`config.mk`:
```
export PLATFORM = sky130hd
export DESIGN_NAME = bias_upd
export DESIGN_NICKNAME = d
export VERILOG_FILES = /design/src/rtl/bias_upd.sv
export SDC_FILE = /design/constraint.sdc
export NUM_CORES = 1
export LEC_CHECK = 0
export CORE_ASPECT_RATIO = 1.5
export CORE_MARGIN = 2
export CORE_UTILIZATION = 50
export CTS_CLUSTER_SIZE = 20
export DETAILED_ROUTE_END_ITERATION = 10
export PLACE_DENSITY = 0.8
export SYNTH_ARGS = -nofsm -noshare
export SYNTH_HDL_FRONTEND = slang
export SYNTH_SLANG_ARGS = --single-unit
export TNS_END_PERCENT = 20
```
`constraint.sdc`:
```
create_clock -name clk -period 3.9 [get_ports clk]
set_input_delay 0.78 -clock clk [delete_from_list [all_inputs] [get_ports clk]]
set_output_delay 0.78 -clock clk [all_outputs]
set_load 0.01 [all_outputs]
```
`src/rtl/bias_upd.sv`:
```
// Bias update controller: counts mini-batch samples, then subtracts the
// shift-averaged accumulated delta from the held bias with saturation.
module bias_upd #(
  parameter int               WIDTH      = 32,
  parameter int               FRAC       = 24,
  parameter int               BATCH_LOG2 = 2,
  parameter logic [WIDTH-1:0] INIT_BIAS  = '0
) (
  input  logic             clk,
  input  logic             rst,
  input  logic             i_smp,
  input  logic [WIDTH-1:0] i_acc,
  input  logic             i_ld,
  input  logic [WIDTH-1:0] i_ld_val,
  output logic [WIDTH-1:0] o_bias,
  output logic             o_acc_clr,
  output logic             o_busy,
  output logic             o_upd_done,
  output logic             o_ovr
);

  if (BATCH_LOG2 < 1 || BATCH_LOG2 >= WIDTH || FRAC >= WIDTH) begin : g_bad_param
    $error("bias_upd: BATCH_LOG2 must be in [1, WIDTH-1] and FRAC below WIDTH");
  end

  typedef enum logic [1:0] {
    S_IDLE  = 2'd0,
    S_APPLY = 2'd1,
    S_CLR   = 2'd2
  } state_t;

  localparam logic [WIDTH-1:0] MAX_POS = {1'b0, {(WIDTH-1){1'b1}}};
  localparam logic [WIDTH-1:0] MAX_NEG = {1'b1, {(WIDTH-1){1'b0}}};

  state_t                  state_reg, state_next;
  logic [BATCH_LOG2-1:0]   cnt_reg, cnt_next;
  logic [WIDTH-1:0]        bias_reg, bias_next;
  logic                    ovr_reg, ovr_next;

  logic signed [WIDTH-1:0] upd;
  logic        [WIDTH:0]   diff;
  logic        [WIDTH-1:0] sat;

  // Averaging over the batch is a plain arithmetic shift (rounds toward -inf).
  assign upd  = $signed(i_acc) >>> BATCH_LOG2;
  assign diff = {bias_reg[WIDTH-1], bias_reg} - {upd[WIDTH-1], upd};

  // One extra bit of headroom: overflow shows as the top two bits disagreeing.
  always_comb begin
    sat = diff[WIDTH-1:0];
    if (diff[WIDTH] != diff[WIDTH-1]) begin
      sat = diff[WIDTH] ? MAX_NEG : MAX_POS;
    end
  end

  always_comb begin
    state_next = state_reg;
    cnt_next   = cnt_reg;
    bias_next  = bias_reg;
    ovr_next   = ovr_reg | (i_smp & (state_reg != S_IDLE));
    case (state_reg)
      S_IDLE: begin
        if (i_ld) begin
          bias_next = i_ld_val;
        end
        if (i_smp) begin
          cnt_next = cnt_reg + 1'b1;
          if (&cnt_reg) begin
            state_next = S_APPLY;
          end
        end
      end
      S_APPLY: begin
        bias_next  = sat;
        state_next = S_CLR;
      end
      S_CLR: begin
        state_next = S_IDLE;
      end
      default: begin
        state_next = S_IDLE;
      end
    endcase
  end

  always_ff @(posedge clk or negedge rst) begin
    if (!rst) begin
      state_reg <= S_IDLE;
      cnt_reg   <= '0;
      bias_reg  <= INIT_BIAS;
      ovr_reg   <= 1'b0;
    end else begin
      state_reg <= state_next;
      cnt_reg   <= cnt_next;
      bias_reg  <= bias_next;
      ovr_reg   <= ovr_next;
    end
  end

  assign o_bias     = bias_reg;
  assign o_busy     = (state_reg != S_IDLE);
  assign o_acc_clr  = (state_reg == S_CLR);
  assign o_upd_done = (state_reg == S_CLR);
  assign o_ovr      = ovr_reg;

endmodule

```
==> results.yml <==
run_status:
  status: "completed"
clock_network:
  clk_pin_slew_ns: 0.06
  insertion_delay_ns: 0.29
  cts_root_buf: "clkbuf_16"
  cts_buffer_depth: 2
  clock-sinks: 37
  cts_tree: "yes"
  cts_max_level: 2
  numCtsBuffers: 5
  cts_hold_buf: 0
yosys:
  synth-seq-area-share: 0.2387
  synthTopCellsByArea: "dfrtp_1, ha_1, a21oi_1, o21ai_0, nand2_1"
  synth_edf_count: 0
  syn_area_per_cell_um2: 7.546
  synth_top_cell_area_share: 0.2387
  ys_warn_count: 0
  synth-main-ff-cell: "dfrtp_1"
  synth.distinct_cells: 56
  synth-seq-cells: 37
  synth_top_area_cell: "dfrtp_1"
  synthesis.area_um2: 3879
  postSynthCellCount: 514
  syn-num-nets: 616
  ys_async_sr_fraction: 1.000
global_route:
  track_usage: 0.3213
  overflow: 0
  grt_max_degree: 38
  grt_pass1_vias: 4566
  antenna_found_initial: 1
  grt_pass1_wl_um: 21920
finish:
  final_common_cell: "clkdlybuf4s50_1"
  drive_gt1_frac: 0.09119
  nNetsFinal: 737
  syn2layout_area_growth_pct: 38.16
  final_util: 0.7085
  largest_reg_flops: 32
  final_cell_mix: "clkdlybuf4s50_1, o21ai_0, a21oi_1"
  fin_area_um2: 5359
sta:
  relSlewSlack: 0.3734
  finalCriticalPeriod_ns: 3.717
  finalSetupTns_ns: 0
  drv_slew: 0
  rsz0062_at_grt: "false"
  fin_hold_ws_ns: 0.4702
  tightest_slew_ns: 0.9399
  worst_clock_skew_ns: 0.007160
  finalSetupViolCount: 0
  hold_viol: 0
  max_freq_mhz: 269.1
  period_share: 0.9530
routing:
  wl_um: 13840
  drcViolationCount: 0
  dr.pass1.iters: 5
  wl_met3_um: 686
  viasPerCell: 5.988
  wl_per_cell_um: 18.72
  drt_iter0_drc: 295
  vias: 4425
  antenna_left: 0
  wl_met2_um: 7340
  wl_met1_um: 4959
  top_layer_used: "met4"
place:
  placed_area_um2: 5147
  place_congestion: 0.8982
  numPortBuffers: 101
  hpwl_um: 10400
job:
  maxCapViolCount: 0
floorplan:
  die_area_um2: 8493
  core_um2: 7564
  die_y_um: 111.9
  initial_core_util: 0.5128
  die_w_um: 75.92
  io_pins: 104
  row_count: 39
power:
  vdd_drop_max_uv: 569.0
  seqPwrFrac: 0.162
  comb_power_share: 0.733
  p_int_w: 0.002410
  power_w: 0.004622
  power_density_nw_per_um2: 862.5
  p_sw_frac: 0.4786
  p_leak_nw: 2.353
  clockPowerShare: 0.105
  power.switching_w: 0.002212
worst_setup_path:
  path_class: "in2reg"
  worst_setup_path_end_kind: "register"
  required_ns: 4.06
  critPathArrivalTime_ns: 3.87
  rr_worst_depth: 14
  crit_fanout: 8
  crit_path_start_kind: "input pin"
worst_hold_path:
  hp-class: "reg2reg"
  hold_depth: 1
[logic make-up (layout without fill, tap and decap cells)]
| family | after synthesis | count (layout) | share of synthesized area |
|---|---|---|---|
| DFF | 37 | 37 | 0.2387 |
| adders and majority gates | 34 | 34 | 0.1116 |
| AOI/OAI and AO/OA | 177 | 177 | 0.2923 |
| buffers and inverters | 63 | 185 | 0.06581 |
| xor gates and xnor gates | 26 | 26 | 0.05871 |
| other | 0 | 1 | 0 |
| muxes | 3 | 3 | 0.008387 |
| and+or+nand+nor | 174 | 174 | 0.2245 |
[synth_stat cells, drive strengths merged, types with 8 or more instances]
cell type and count:
o21ai 57, a21oi 54, nand2 49, inv 40
dfrtp 37, ha 33, nor2 30, or3 25
clkbuf 19, nand3 18, nand2b 15, xor2 15
xnor2 11, a21o 9, nor3 9, o211ai 8
[power by group through the flow]
stage	combinational (W)	sequential, W	clock (W)
after global routing	0.00370	0.000767	0.000502
after floorplan	0.00202	0.000788	0
final	0.00339	0.000750	0.000484
after detailed placement	0.00329	0.000750	0
after global placement	0.00323	0.000742	0
after CTS	0.00333	0.000747	0.000489
[stage by stage]
| stage | cells | setup WS, ns |
|---|---|---|
| floorplan | 514 | 0.4136 |
| global placement | 726 | -0.1535 |
| detailed placement | 726 | -0.1760 |
| CTS | 734 | 0.09398 |
| global route | 739 | 0.04094 |
| finish | 739 | 0.1835 |
[path summary, 6_finish.rpt]
check,startpoint,end,slack (ns)
setup / recovery,i_acc[2],o_bias[29],0.18
hold / removal,o_ovr,o_ovr,0.47
setup reg to reg,o_bias[0],o_bias[29],0.69
hold reg to reg,o_ovr,o_ovr,0.47
max in group asynchronous,rst,o_bias[0],2.68
min in group asynchronous,rst,o_bias[9],0.64
[what timing repair did]
action                                  4_1_cts  5_1_grt
resized for setup                             0        5
setup buffers                                 0        2
endpoints found under the setup margin        0       25
[worst max-delay path, stage by stage]
cell             delay (ns)
clkdlybuf4s50_1        0.46
ha_1                   0.18
inv_1                  0.06
fa_1                   0.37
and3_1                 0.18
o311a_1                0.33
a211o_1                0.27
o2111ai_2              0.23
a21oi_1                0.12
and4_4                 0.22
a2111oi_4              0.21
buf_4                  0.19
buf_4                  0.19
o32ai_1                0.09
[cell type report]
cell class / instances / area (um^2)
diodes: 1 / 2.502
clock buffers: 5 / 125.1
clock inverters: 3 / 46.29
fillers: 673 / 2205
inverters: 40 / 150.1
multi-input cells: 414 / 2698
flip-flops and latches: 37 / 925.9
well taps: 102 / 127.6
repair buffers: 137 / 1284
[routing by layer]
layer	up-vias	global-route usage
met2	208	0.6101
li1	2106	-
met4	0	0.2036
met5	-	0
met3	66	0.03890
met1	2045	0.3289
No activity file was read; power rests on OpenSTA's default activity.
